--- config.mk ---
export PLATFORM = sky130hd
export DESIGN_NAME = intl_latch_n
export DESIGN_NICKNAME = d
export VERILOG_FILES = /design/src/rtl/intl_pkg.sv /design/src/rtl/intl_ch_filter.sv /design/src/rtl/intl_latch_n.sv
export SDC_FILE = /design/constraint.sdc
export NUM_CORES = 1
export LEC_CHECK = 0
export BUFFER_PORTS_ARGS = -buffer_cell sky130_fd_sc_hd__buf_2
export CORE_MARGIN = 5
export CORE_UTILIZATION = 35
export CTS_CLUSTER_SIZE = 20
export DETAILED_ROUTE_END_ITERATION = 8
export PLACE_DENSITY_LB_ADDON = 0.12
export SLEW_MARGIN = 15
export SYNTH_ARGS = -nofsm -noshare
export SYNTH_HDL_FRONTEND = slang
export SYNTH_SLANG_ARGS = --single-unit
--- constraint.sdc ---
create_clock -name i_clk -period 6.55 [get_ports i_clk]
set_input_delay 1.6375 -clock i_clk [delete_from_list [all_inputs] [get_ports i_clk]]
set_output_delay 1.6375 -clock i_clk [all_outputs]
set_load 0.01 [all_outputs]
--- src/rtl/intl_pkg.sv ---
// Shared definitions for the interlock capture block: FSM encoding,
// synchroniser depth and an index-width helper.
package intl_pkg;

  typedef enum logic [1:0] {
    ST_RUN  = 2'd0,
    ST_TRIP = 2'd1,
    ST_CLR  = 2'd2
  } intl_st_e;

  localparam int SYNC_STAGES = 2;

  // Index width that never collapses to zero for a single channel.
  function automatic int clog2_min1(input int n);
    return (n <= 2) ? 1 : $clog2(n);
  endfunction

endpackage

--- src/rtl/intl_ch_filter.sv ---
// One interlock channel: synchroniser, polarity fold and debounce counter.
// o_trip_req stays high for every qualified cycle once the count is reached.
module intl_ch_filter
  import intl_pkg::*;
#(
  parameter int DBNC_W = 16
) (
  input  logic              i_clk,
  input  logic              i_rst,
  input  logic              i_raw,
  input  logic              i_pol,
  input  logic              i_bypass,
  input  logic [DBNC_W-1:0] i_dbnc_cnt,
  input  logic              i_clr,
  output logic              o_act,
  output logic              o_trip_req
);

  logic [SYNC_STAGES-1:0] sync_q;
  logic [DBNC_W-1:0]      cnt_q, cnt_d, eff_cnt;
  logic                   live;

  always_ff @(posedge i_clk or negedge i_rst) begin
    if (!i_rst) begin
      sync_q <= '0;
      cnt_q  <= '0;
    end else begin
      sync_q <= {sync_q[SYNC_STAGES-2:0], i_raw};
      cnt_q  <= cnt_d;
    end
  end

  assign o_act   = sync_q[SYNC_STAGES-1] ^ ~i_pol;
  assign live    = o_act & ~i_bypass;
  assign eff_cnt = (i_dbnc_cnt == '0) ? DBNC_W'(1) : i_dbnc_cnt;

  // Compare one bit wider so cnt_q+1 cannot wrap at all-ones.
  assign o_trip_req = live &&
    (({1'b0, cnt_q} + (DBNC_W+1)'(1)) >= {1'b0, eff_cnt});

  always_comb begin
    cnt_d = cnt_q;
    if (i_clr || !live)    cnt_d = '0;
    else if (cnt_q != '1)  cnt_d = cnt_q + DBNC_W'(1);
  end

endmodule

--- src/rtl/intl_latch_n.sv ---
// N-channel interlock capture: per-channel filters, sticky trip latch,
// first-fault capture, saturating trip counter and qualified clear FSM.
module intl_latch_n
  import intl_pkg::*;
#(
  parameter int NUM_CH = 8,
  parameter int DBNC_W = 16,
  parameter int CNT_W  = 16
) (
  input  logic                           i_clk,
  input  logic                           i_rst,
  input  logic [NUM_CH-1:0]              i_intl_raw,
  input  logic [NUM_CH-1:0]              i_intl_pol,
  input  logic [NUM_CH-1:0]              i_intl_bypass,
  input  logic [DBNC_W-1:0]              i_dbnc_cnt,
  input  logic                           i_intl_rst,
  input  logic                           i_sys_rst_flag,
  output logic [NUM_CH-1:0]              o_intl_state,
  output logic                           o_intl_any,
  output logic [clog2_min1(NUM_CH)-1:0]  o_first_idx,
  output logic                           o_first_vld,
  output logic [CNT_W-1:0]               o_trip_cnt,
  output logic                           o_clr_reject
);

  localparam int IDX_W = clog2_min1(NUM_CH);

  intl_st_e               st_q, st_d;
  logic [NUM_CH-1:0]      act, trip_req, live, new_bits;
  logic [NUM_CH-1:0]      state_q, state_d;
  logic [IDX_W-1:0]       idx_q, idx_d, low_idx;
  logic                   vld_q, vld_d;
  logic [CNT_W-1:0]       cnt_q, cnt_d;
  logic                   rej_q, rej_d;
  logic                   prst_q, sflag_prev_q;
  logic [SYNC_STAGES-1:0] sflag_q;
  logic                   in_clr, trip_ev, clr_ev;

  assign in_clr = (st_q == ST_CLR);

  for (genvar g = 0; g < NUM_CH; g++) begin : g_ch
    intl_ch_filter #(.DBNC_W(DBNC_W)) u_flt (
      .i_clk      (i_clk),
      .i_rst      (i_rst),
      .i_raw      (i_intl_raw[g]),
      .i_pol      (i_intl_pol[g]),
      .i_bypass   (i_intl_bypass[g]),
      .i_dbnc_cnt (i_dbnc_cnt),
      .i_clr      (in_clr),
      .o_act      (act[g]),
      .o_trip_req (trip_req[g])
    );
  end

  assign live     = act & ~i_intl_bypass;
  assign new_bits = trip_req & ~state_q & {NUM_CH{~in_clr}};
  assign trip_ev  = |new_bits;
  // Both clear sources OR into one event, so coincident edges count once.
  assign clr_ev   = (i_intl_rst & ~prst_q) |
                    (sflag_prev_q & ~sflag_q[SYNC_STAGES-1]);

  always_comb begin
    low_idx = '0;
    for (int i = NUM_CH-1; i >= 0; i--)
      if (new_bits[i]) low_idx = IDX_W'(i);
  end

  always_comb begin
    st_d  = st_q;
    rej_d = 1'b0;
    case (st_q)
      ST_RUN:  if (trip_ev) st_d = ST_TRIP;
      ST_TRIP: if (clr_ev) begin
                 // A trip in the same cycle is itself a live fault.
                 if (trip_ev || (|live)) rej_d = 1'b1;
                 else                    st_d  = ST_CLR;
               end
      ST_CLR:  st_d = ST_RUN;
      default: st_d = ST_RUN;
    endcase
  end

  always_comb begin
    state_d = in_clr ? '0 : (state_q | new_bits);
    idx_d   = idx_q;
    vld_d   = vld_q;
    cnt_d   = cnt_q;
    if (in_clr) begin
      idx_d = '0;
      vld_d = 1'b0;
    end else if (trip_ev && !vld_q) begin
      idx_d = low_idx;
      vld_d = 1'b1;
    end
    if (trip_ev && (cnt_q != '1)) cnt_d = cnt_q + CNT_W'(1);
  end

  always_ff @(posedge i_clk or negedge i_rst) begin
    if (!i_rst) begin
      st_q         <= ST_RUN;
      state_q      <= '0;
      idx_q        <= '0;
      vld_q        <= 1'b0;
      cnt_q        <= '0;
      rej_q        <= 1'b0;
      prst_q       <= 1'b0;
      sflag_q      <= '0;
      sflag_prev_q <= 1'b0;
    end else begin
      st_q         <= st_d;
      state_q      <= state_d;
      idx_q        <= idx_d;
      vld_q        <= vld_d;
      cnt_q        <= cnt_d;
      rej_q        <= rej_d;
      prst_q       <= i_intl_rst;
      sflag_q      <= {sflag_q[SYNC_STAGES-2:0], i_sys_rst_flag};
      sflag_prev_q <= sflag_q[SYNC_STAGES-1];
    end
  end

  assign o_intl_state = state_q;
  assign o_intl_any   = |state_q;
  assign o_first_idx  = idx_q;
  assign o_first_vld  = vld_q;
  assign o_trip_cnt   = cnt_q;
  assign o_clr_reject = rej_q;

endmodule

==> run_results.csv <==
group,metric,value,unit
critical_path,max_stage_delay,0.71,ns
yosys,ys_warn_count,0,
sta,drv_slew,0,
placement,place.gp.congestion,0.8135,
sta,hold_viol,0,
global_routing,grt_pass1_vias,9045,
clock_network,cts_hold_buffers,0,
run,cap_viol_max_count,0,
critical_path,worst_ep_required_time,6.89,ns
critical_path,path_delay_family,"compound AO/OA/AOI/OAI gates",
detailed_routing,totalWireLength,30790,um
die,fp.dieArea,36840,um^2
yosys,synthCells,1254,
yosys,yosysSeqAreaShare,0.3867,
detailed_routing,drt.antenna.violating_nets,0,
sta,relSlewSlack,0.4546,
critical_path,cp_max_fo,21,
detailed_routing,dr.pass1.iters,7,
global_routing,grt_use_total,0.1712,
sta,fmaxAchievable,188.4,MHz
sta,tightest_slew,0.7975,ns
yosys,synthFlopType,"dfrtp_1",
yosys,synth_area_per_cell,9.238,um^2
critical_path,path_cells,"buf_2 > nor4_1 > a41o_1 > ha_1 > nor2b_1 > o21ai_0 > a21oi_1 > o21ai_0 > a211oi_1 > o2111ai_2 > nand4bb_2 > and2_1 > mux2_1",
sta,fin_crit_sh,0.8104,
yosys,synth_edf_count,0,
clock_network,clk_latency,0.45,ns
critical_path,worst_setup_path_end_kind,"flip-flop",
detailed_routing,first_iter_violations,448,
worst_hold_path,hp-class,"reg -> reg",
finish,diodes,0,
critical_path,crit_buf_inv,1,
power,power_density,180.9,nW/um^2
detailed_routing,wire_per_inst,17.29,um
critical_path,worst_path_most_repeated_cell,"o21ai_0",
detailed_routing,vias,9106,
die,die_x,191.9,um
global_routing,grt_pass1_wl,49190,um
clock_network,clock_tree.buffer_depth,2,
finish,syn2layout_area_growth,12.47,%
finish,fillCellCount,3317,
power,p_leak,0.007003,uW
yosys,ys_ff_latch,179,
global_routing,antenna_found_initial,0,
critical_path,slowest_stage,"nand4bb_2",
clock_network,numCtsBuffers,17,
die,design.portCount,74,
yosys,syn_nets,1435,
finish,final_util,0.3995,
critical_path,critPathKind,"in -> reg",
detailed_routing,drc,0,
clock_network,h-tree-depth,4,
die,coreArea,32620,um^2
die,rows,66,
sta,grt_setup_unrepaired,"no",
critical_path,start_kind,"input port",
die,start_util,0.3552,
power,vdd_drop_max,0.1799,mV
sta,worst_clock_skew,0.01760,ns
sta,setup_violations,0,
clock_network,cts.sinks,179,
finish,register_area,4479,um^2
global_routing,overflow,0,
yosys,ys_types,65,
finish,nNetsFinal,1507,
yosys,synthArstFlopShare,1.000,
yosys,synth_area,11580,um^2
clock_network,ctsResizeCount,0,
outcome,status,"complete, no violations",
finish,multiInputGateArea,6495,um^2
clock_network,cts_setup_buffers,0,
clock_network,path_clk_slew,0.08,ns
sta,period_minus_slack,5.308,ns
critical_path,arrival,5.65,ns
placement,post-dp-hpwl,21680,um
finish,drive_above_1_share,0.09261,
clock_network,cts_tree,"done",
global_routing,grt_start_max_net_pins,102,
sta,tns,0,ns
clock_network,root_buffer,"clkbuf_16",
die,die_h,191.9,um
placement,io_buffers,73,
detailed_routing,vias_per_cell,5.113,
## area by class of cell
class | count | share of cell area
Inverter | 135 | 0.03889
Timing Repair Buffer | 76 | 0.03140
Multi-Input combinational cell | 917 | 0.4985
Tap cell | 442 | 0.04244
Clock inverter | 15 | 0.01239
Sequential cell | 179 | 0.3438
Clock buffer | 17 | 0.03265
## synth_stat cells, types with 2 or more instances
master / number / area (um^2)
dfrtp_1: 179 / 4479
a21oi_1: 146 / 730.7
ha_1: 137 / 1714
inv_1: 135 / 506.7
nor2_1: 93 / 349.1
xnor2_1: 82 / 718.2
nand2_1: 73 / 274.0
nand3_1: 68 / 340.3
xor2_1: 59 / 516.8
and3_1: 42 / 262.8
nand4_1: 37 / 231.5
nor3_1: 19 / 95.09
o21ai_0: 19 / 95.09
clkbuf_1: 17 / 63.81
a21o_1: 13 / 97.59
nor2b_1: 12 / 75.07
a211oi_1: 11 / 82.58
nor4_1: 11 / 68.82
and4_1: 10 / 87.58
mux2i_1: 9 / 90.09
a31oi_1: 8 / 50.05
a21boi_0: 4 / 30.03
a311o_1: 3 / 30.03
and2_1: 3 / 18.77
and3b_1: 3 / 26.28
o311ai_0: 3 / 26.28
o31ai_1: 3 / 22.52
or2_2: 3 / 18.77
or3_1: 3 / 18.77
a2111oi_0: 2 / 17.52
a221oi_1: 2 / 17.52
a41o_1: 2 / 20.02
buf_1: 2 / 7.510
buf_2: 2 / 10.01
buf_6: 2 / 22.52
nand2b_1: 2 / 12.51
nor3b_1: 2 / 15.01
nor4b_1: 2 / 17.52
o2111ai_1: 2 / 17.52
o21a_1: 2 / 15.01
o21bai_1: 2 / 15.01
or4_1: 2 / 15.01
## power by group
part	leakage (uW)	internal (uW)	switching, uW
Clock	0.000285	511	529
Combinational	0.00430	56.6	130
Sequential	0.00242	1120	13.0
## placed cells by master, fill, tap and decap left out, types with 19 or more instances in the layout
cell type,instances
nand4_1,37
ha_1,137
a21oi_1,146
nand2_1,73
nor3_1,19
xor2_1,59
buf_2,72
o21ai_0,19
dfrtp_1,179
xnor2_1,82
and3_1,42
inv_1,135
nor2_1,93
nand3_1,68
## worst paths after layout
path,slack [ns],to,cells past startpoint,startpoint
max in group asynchronous,4.32,g_ch[7].u_flt.cnt_q[0],2,i_rst
min in group asynchronous,1.19,g_ch[0].u_flt.cnt_q[13],1,i_rst
hold / removal,0.35,g_ch[6].u_flt.sync_q[1],0,g_ch[6].u_flt.sync_q[0]
hold reg to reg,0.35,g_ch[6].u_flt.sync_q[1],0,g_ch[6].u_flt.sync_q[0]
setup / recovery,1.24,o_trip_cnt[1],13,i_dbnc_cnt[1]
setup reg to reg,1.79,o_trip_cnt[1],16,g_ch[0].u_flt.cnt_q[0]
## metrics by stage
stage                     hold slack [ns]  cell area, um^2  instances  power [uW]  worst slack, ns
after floorplan                    0.3312            11580       1254        1247            2.248
after global placement             0.3324            12440       1749        1341           0.8118
after detailed placement           0.3356            12440       1749        1343           0.7075
after CTS                          0.3546            13030       1781        2397            1.187
after global routing               0.3595            13030       1781        2462           0.9527
final                              0.3509            13030       1781        2357            1.242
## per-layer routing
| metal | vias up | GRT usage | part of all wire | wire [um] |
|---|---|---|---|---|
| met4 | 0 | 0.04420 | 0.016 | 497 |
| met3 | 31 | 0.03508 | 0.033 | 1010 |
| met5 | - | 0 | 0 | 0 |
| li1 | 4527 | - | - | - |
| met2 | 130 | 0.2720 | 0.46 | 14250 |
| met1 | 4418 | 0.2389 | 0.49 | 15030 |
## registers in the layout, indices dropped and copies added, names as in the netlist
signal and cells:
sflag_q 2, o_first_idx 3, o_first_vld 1, o_intl_state 8
g_ch.u_flt.cnt_q 128, sflag_prev_q 1, g_ch.u_flt.sync_q 16, o_clr_reject 1
prst_q 1, st_q 2, o_trip_cnt 16
## worst reg2reg max path, stage by stage, from the launching register on
cell       delay (ns)
dfrtp_1          0.45
ha_1             0.24
nand2_1          0.06
nor2_1           0.31
and3_1           0.23
xnor2_1          0.17
inv_1            0.09
ha_1             0.32
a21o_1           0.16
a21o_1           0.17
a21oi_1          0.15
nor4_1           0.08
a211oi_1         0.58
o2111ai_2        0.20
nand4bb_2        0.71
and2_1           0.41
mux2_1           0.31
## kinds of logic (layout without fill, tap and decap cells)
family | after synthesis | in the layout | synth area share
fa+ha+maj | 137 | 137 | 0.1480
compound gates | 235 | 235 | 0.1203
mux | 10 | 10 | 0.008748
buf+inv | 158 | 243 | 0.05271
flops | 179 | 179 | 0.3867
xor+xnor | 141 | 141 | 0.1066
simple gates | 394 | 394 | 0.1770
Note: power is estimated with default switching activity, not from simulation.
